### src/rtl/ram_ctrl.sv
// Sequencer for up to four 1K x 8 async RAM chips: SETUP / STROBE / HOLD per access.
// Define RAM_CTRL_INIT_EN to zero-fill every location after reset (INIT_NEXT state).
// state     | meaning
// IDLE      | ready for a host request
// SETUP     | address/data/we stable, all chip selects high
// STROBE    | selected chip select low for STROBE_CYCLES clocks
// HOLD      | selects high, completion pulse
// INIT_NEXT | load next zero-fill location (RAM_CTRL_INIT_EN only)
module ram_ctrl #(
    parameter int NCHIPS        = 4,
    parameter int STROBE_CYCLES = 2,
    localparam int AW = 10 + $clog2(NCHIPS),
    localparam int CW = (NCHIPS > 1) ? $clog2(NCHIPS) : 1
) (
    input  logic              clk,
    input  logic              rst_n,
    input  logic              req_valid,
    output logic              req_ready,
    input  logic              req_we,
    input  logic [AW-1:0]     req_addr,
    input  logic [7:0]        req_wdata,
    output logic              rsp_valid,
    output logic [7:0]        rsp_rdata,
    output logic              wr_done,
    output logic [9:0]        mem_address,
    output logic [7:0]        mem_wdata,
    input  logic [7:0]        mem_rdata,
    output logic              mem_we,
    output logic [NCHIPS-1:0] mem_cs_n,
    output logic              init_busy
);

    typedef enum logic [2:0] {
        S_IDLE,
        S_SETUP,
        S_STROBE,
        S_HOLD
`ifdef RAM_CTRL_INIT_EN
        , S_INIT_NEXT
`endif
    } state_t;

    state_t            r_state, w_state_next;
    logic [3:0]        r_cnt, w_cnt_next;
    logic [CW-1:0]     r_chip, w_chip_next, w_req_chip;
    logic [9:0]        r_mem_address, w_addr_next;
    logic [7:0]        r_mem_wdata, w_wdata_next;
    logic              r_mem_we, w_we_next;
    logic [NCHIPS-1:0] r_mem_cs_n, w_cs_n_next, w_sel_n;
    logic [7:0]        r_rsp_rdata, w_rdata_next;
    logic              r_rsp_valid, w_rsp_valid_next;
    logic              r_wr_done, w_wr_done_next;
    logic              r_req_ready, w_ready_next;

    generate
        if (NCHIPS > 1) begin : g_multi_chip
            assign w_req_chip = req_addr[AW-1:10];
        end else begin : g_single_chip
            assign w_req_chip = '0;
        end
    endgenerate

`ifdef RAM_CTRL_INIT_EN
    logic [AW-1:0] r_sweep, w_sweep_next;
    logic          r_init_done, w_init_done_next;
    logic          r_init_busy, w_init_busy_next;
    logic [CW-1:0] w_sweep_chip;

    generate
        if (NCHIPS > 1) begin : g_multi_sweep
            assign w_sweep_chip = r_sweep[AW-1:10];
        end else begin : g_single_sweep
            assign w_sweep_chip = '0;
        end
    endgenerate

    assign init_busy = r_init_busy;
`else
    assign init_busy = 1'b0;
`endif

    always_comb begin
        w_sel_n = '1;
        for (int i = 0; i < NCHIPS; i++) begin
            w_sel_n[i] = (r_chip != CW'(i));
        end
    end

    always_comb begin
        w_state_next     = r_state;
        w_cnt_next       = r_cnt;
        w_chip_next      = r_chip;
        w_addr_next      = r_mem_address;
        w_wdata_next     = r_mem_wdata;
        w_we_next        = r_mem_we;
        w_cs_n_next      = '1;
        w_rdata_next     = r_rsp_rdata;
        w_rsp_valid_next = 1'b0;
        w_wr_done_next   = 1'b0;
        w_ready_next     = 1'b0;
`ifdef RAM_CTRL_INIT_EN
        w_sweep_next     = r_sweep;
        w_init_done_next = r_init_done;
        w_init_busy_next = r_init_busy;
`endif
        case (r_state)
            S_IDLE: begin
`ifdef RAM_CTRL_INIT_EN
                if (!r_init_done) begin
                    w_state_next     = S_INIT_NEXT;
                    w_init_busy_next = 1'b1;
                end else
`endif
                if (req_valid && r_req_ready) begin
                    w_addr_next  = req_addr[9:0];
                    w_wdata_next = req_wdata;
                    w_we_next    = req_we;
                    w_chip_next  = w_req_chip;
                    w_state_next = S_SETUP;
                end else begin
                    w_ready_next = 1'b1;
                end
            end
            S_SETUP: begin
                w_state_next = S_STROBE;
                w_cnt_next   = 4'(STROBE_CYCLES - 1);
                w_cs_n_next  = w_sel_n;
            end
            S_STROBE: begin
                if (r_cnt == 4'd0) begin
                    w_state_next = S_HOLD;
                    if (!r_mem_we) begin
                        w_rdata_next     = mem_rdata;
                        w_rsp_valid_next = 1'b1;
                    end else begin
                        w_wr_done_next = 1'b1;
                    end
`ifdef RAM_CTRL_INIT_EN
                    if (r_init_busy) begin
                        w_wr_done_next = 1'b0;
                    end
`endif
                end else begin
                    w_cnt_next  = r_cnt - 4'd1;
                    w_cs_n_next = w_sel_n;
                end
            end
            S_HOLD: begin
`ifdef RAM_CTRL_INIT_EN
                if (r_init_busy) begin
                    w_sweep_next = r_sweep + AW'(1);
                    if (&r_sweep) begin
                        w_init_done_next = 1'b1;
                        w_init_busy_next = 1'b0;
                        w_state_next     = S_IDLE;
                        w_ready_next     = 1'b1;
                    end else begin
                        w_state_next = S_INIT_NEXT;
                    end
                end else
`endif
                begin
                    w_state_next = S_IDLE;
                    w_ready_next = 1'b1;
                end
            end
`ifdef RAM_CTRL_INIT_EN
            S_INIT_NEXT: begin
                w_addr_next  = r_sweep[9:0];
                w_wdata_next = 8'h00;
                w_we_next    = 1'b1;
                w_chip_next  = w_sweep_chip;
                w_state_next = S_SETUP;
            end
`endif
            default: w_state_next = S_IDLE;
        endcase
    end

    always_ff @(posedge clk or negedge rst_n) begin
        if (!rst_n) begin
            r_state <= S_IDLE;
        end else begin
            r_state <= w_state_next;
        end
    end

    // Reset forces every select high asynchronously, aborting any access in flight.
    always_ff @(posedge clk or negedge rst_n) begin
        if (!rst_n) begin
            r_cnt         <= '0;
            r_chip        <= '0;
            r_mem_address <= '0;
            r_mem_wdata   <= '0;
            r_mem_we      <= 1'b0;
            r_mem_cs_n    <= '1;
            r_rsp_rdata   <= '0;
            r_rsp_valid   <= 1'b0;
            r_wr_done     <= 1'b0;
            r_req_ready   <= 1'b0;
        end else begin
            r_cnt         <= w_cnt_next;
            r_chip        <= w_chip_next;
            r_mem_address <= w_addr_next;
            r_mem_wdata   <= w_wdata_next;
            r_mem_we      <= w_we_next;
            r_mem_cs_n    <= w_cs_n_next;
            r_rsp_rdata   <= w_rdata_next;
            r_rsp_valid   <= w_rsp_valid_next;
            r_wr_done     <= w_wr_done_next;
            r_req_ready   <= w_ready_next;
        end
    end

`ifdef RAM_CTRL_INIT_EN
    always_ff @(posedge clk or negedge rst_n) begin
        if (!rst_n) begin
            r_sweep     <= '0;
            r_init_done <= 1'b0;
            r_init_busy <= 1'b0;
        end else begin
            r_sweep     <= w_sweep_next;
            r_init_done <= w_init_done_next;
            r_init_busy <= w_init_busy_next;
        end
    end
`endif

    assign req_ready   = r_req_ready;
    assign rsp_valid   = r_rsp_valid;
    assign rsp_rdata   = r_rsp_rdata;
    assign wr_done     = r_wr_done;
    assign mem_address = r_mem_address;
    assign mem_wdata   = r_mem_wdata;
    assign mem_we      = r_mem_we;
    assign mem_cs_n    = r_mem_cs_n;

endmodule

### config.mk
export PLATFORM = sky130hd
export DESIGN_NAME = ram_ctrl
export DESIGN_NICKNAME = d
export VERILOG_FILES = /design/src/rtl/ram_ctrl.sv
export SDC_FILE = /design/constraint.sdc
export NUM_CORES = 1
export LEC_CHECK = 0
export CAP_MARGIN = 30
export CELL_PAD_IN_SITES_DETAIL_PLACEMENT = 1
export CELL_PAD_IN_SITES_GLOBAL_PLACEMENT = 2
export CORE_MARGIN = 3
export CORE_UTILIZATION = 28
export DETAILED_ROUTE_END_ITERATION = 7
export MAX_ROUTING_LAYER = met4
export PLACE_DENSITY_LB_ADDON = 0.1
export SETUP_SLACK_MARGIN = 0.4
export SLEW_MARGIN = 40
export SYNTH_ARGS = -nofsm -noshare
export SYNTH_HDL_FRONTEND = slang
export SYNTH_SLANG_ARGS = --single-unit
### constraint.sdc
create_clock -name clk -period 2.3 [get_ports clk]
set_input_delay 0.23 -clock clk [delete_from_list [all_inputs] [get_ports clk]]
set_output_delay 0.23 -clock clk [all_outputs]
set_load 0.03 [all_outputs]
==> flow_summary_export.csv <==
group,metric,value,unit
floorplan,num_io_pins,67,
clock_network,clock_latency,0.28,ns
global_route,grt_pass1_wl,6.28,mm
routing,vias_per_cell,4.39,
synth,synth_edf_count,0,
clock_network,htree_levels,2,
clock_network,post_cts_buffers,0,
power_and_ir_drop,powerDensity,1470,mW/mm²
synth,synth_nets,160,
power_and_ir_drop,power.leakage,1.14,nW
placed_design,hpwl,2.86,mm
sta,hold_viol,0,
synth,synthesis.area,0.00179,mm²
finish,design_area,0.00262,mm²
clock_network,path_clk_slew,0.08,ns
clock_network,root_buffer,"clkbuf_8",
floorplan,std_cell_rows,28,
clock_network,clkSinkCount,42,
finish,nets,230,
global_route,grt_overflow,0,
global_route,grt_max_degree,43,
routing,num_vias,1176,
synth,ys.flop_type,"dfrtp_1",
synth,syn_area_per_cell,14.7,µm²
synth,yosys_warnings,0,
placed_design,dpl-instance-area,0.00251,mm²
power_and_ir_drop,vdd_drop_max,0.572,mV
clock_network,cts_tree,"yes",
finish,n_antenna_cell,0,
placed_design,pre_cts_slack,0.332,ns
sta,fin_crit_sh,0.769,
placed_design,dpl.cell_count,259,
synth,yosys.area.top_type,"dfrtp_1",
floorplan,start_util,0.296,
worst_setup_path,cp-start-kind,"flop",
floorplan,die_w,86.0,µm
outcome,outcome,"finished, final reports clean",
synth,syn_inst,122,
finish,area_growth,46.3,%
routing,dr.pass1.iters,2,
sta,fin_skew,0.00515,ns
worst_setup_path,critPathCaptureType,"flop",
placed_design,gp_congestion,0.769,
floorplan,die_area,0.00740,mm²
sta,slew_violations,0,
sta,grt_setup_unrepaired,"no",
synth,synthArstFlopShare,1.00,
worst_setup_path,critPathMaxFanout,9,
worst_setup_path,worst-path-buf-inv,2,
worst_setup_path,critical-path-slowest-cell,"dfrtp_1",
finish,final_cells,268,
sta,fin_ws,0.532,ns
clock_network,cts_made_buffers,5,
routing,post_drt_wl_per_cell,14.3,µm
sta,slew_headroom,0.645,
synth,ys_types,28,
routing,drt_iter0_drc,19,
synth,ys_seq_elements,42,
worst_setup_path,crit_arrival,1.94,ns
flow_run,max_cap_viol_count,0,
routing,wl,3.83,mm
sta,setup-tns-final,0,ns
sta,timing.fmax,566,MHz
worst_setup_path,cp_top_family,"simple AND/OR/NAND/NOR gates",
worst_setup_path,critPathKind,"reg -> reg",
synth,synth_top_area_share,0.531,
synth,synthTopCellsByArea,"dfrtp_1, mux2_2, mux2_4, dfstp_2, ha_1",
synth,ys_seq_area_frac,0.589,
sta,period_minus_slack,1.77,ns
global_route,grt_usage,0.111,
sta,setup_viol,0,
placed_design,numPortBuffers,65,
sta,worst_slew_pin_slew,0.532,ns
clock_network,cts_max_path_buffers,2,
global_route,antenna_found_initial,0,
routing,ant_nets,0,
finish,layout-drive-gt1-share,0.269,
worst_setup_path,cp.required,2.47,ns
floorplan,fp.coreArea,0.00606,mm²
routing,drc_errors,0,
global_route,first_global_vias,1291,
worst_setup_path,path_cells,"inv_1 -> ha_1 -> nor4bb_4 -> and2b_1 -> buf_6 -> mux2_4",
min_path,hold_class,"in -> async",
floorplan,die_h,86.0,µm
worst_setup_path,critPathMaxStageDelay,0.41,ns
==> registers in the layout (all words and copies together) (netlist names) <==
signal       cells
rsp_rdata        8
wr_done          1
r_cnt            4
mem_wdata        8
mem_cs_n         4
r_chip           2
mem_address     10
rsp_valid        1
mem_we           1
req_ready        1
r_state          2
==> per-stage QoR <==
step / hold slack, ns / util / total power, mW
after floorplan: -0.0656 / - / 2.63
after global placement: 0.411 / 0.414 / 3.36
after detailed placement: 0.252 / 0.414 / 3.43
after CTS: 0.476 / 0.430 / 3.92
after global routing: 0.504 / 0.432 / 4.14
final: 0.466 / 0.432 / 3.86
==> Yosys cell counts, types with 2 or more instances <==
cell type and n:
nand2_1 2, mux2_2 22, nor2b_1 3, dfrtp_1 38
buf_2 2, nor2_1 4, buf_6 2, ha_1 6
mux2_4 8, inv_1 5, dfstp_2 4, o21ai_0 8
nand3_1 2, mux2i_1 2
==> layout make-up <==
| type | instances | area [µm²] |
|---|---|---|
| fill | 642 | 3440 |
| sequential | 42 | 1060 |
| multi-input combinational | 70 | 689 |
| timing repair buffer | 68 | 677 |
| tap | 75 | 93.8 |
| clock buffer | 6 | 72.6 |
| inverter | 5 | 18.8 |
| clock inverter | 2 | 13.8 |
==> routing by layer <==
metal	global-route usage	routed length (µm)	up-vias	part of all wire
met5	-	0	-	0
met4	0.0345	23	0	0.0060
met3	0.0336	265	2	0.069
met2	0.177	1820	44	0.48
met1	0.134	1710	576	0.45
li1	-	-	554	-
==> report_power, final <==
part | total, mW | leakage [nW] | internal, mW | switching [mW]
sequential | 1.32 | 0.511 | 1.11 | 0.210
clock | 0.458 | 0.0452 | 0.214 | 0.244
combinational | 2.08 | 0.582 | 1.03 | 1.06
==> final timing paths <==
path,startpoint,end,slack [ns],cells past startpoint
max in group asynchronous,rst_n,mem_cs_n[3]$_DFF_PN1_,1.46,2
max,r_cnt[0]$_DFFE_PN0P_,rsp_rdata[7]$_DFFE_PN0P_,0.53,6
max reg2reg,r_cnt[0]$_DFFE_PN0P_,rsp_rdata[7]$_DFFE_PN0P_,0.53,6
min in group clk,mem_address[4]$_DFFE_PN0P_,mem_address[4]$_DFFE_PN0P_,0.51,1
min reg2reg,mem_address[4]$_DFFE_PN0P_,mem_address[4]$_DFFE_PN0P_,0.51,1
min,rst_n,rsp_rdata[2]$_DFFE_PN0P_,0.47,2
==> logic make-up (layout without fill, tap and decap cells) <==
logic type,after synthesis,count (layout),synth area share
mux,32,32,0.216
buf+inv,10,81,0.0328
flops,42,42,0.589
other cells,1,1,0.00209
simple gates,17,17,0.0670
fa+ha+maj,6,6,0.0419
compound gates,14,14,0.0503
==> cells in the final DEF (no fill, tap or decap), drive strengths merged <==
cell type / n
a21o: 1
o31a: 1
o21a: 1
clkbuf: 6
dfrtp: 38
nor2b: 3
nand2: 2
and2b: 2
inv: 5
ha: 6
nor2: 4
a21boi: 1
conb: 1
clkinv: 2
dfstp: 4
or3b: 1
mux2: 30
or4: 1
a21oi: 1
nand3: 2
dlygate4sd3: 1
nor4bb: 1
o21ai: 8
clkdlybuf4s50: 64
mux2i: 2
buf: 3
o22a: 1
and2: 1
==> what timing repair did <==
| action | CTS | global route |
|---|---|---|
| resized for setup | 1 | 2 |
| endpoints found under the setup margin | 8 | 8 |
| hold buffers | 1 | 0 |
| hold endpoints to repair | 38 | 0 |
Power figures use the tool's default switching activity.
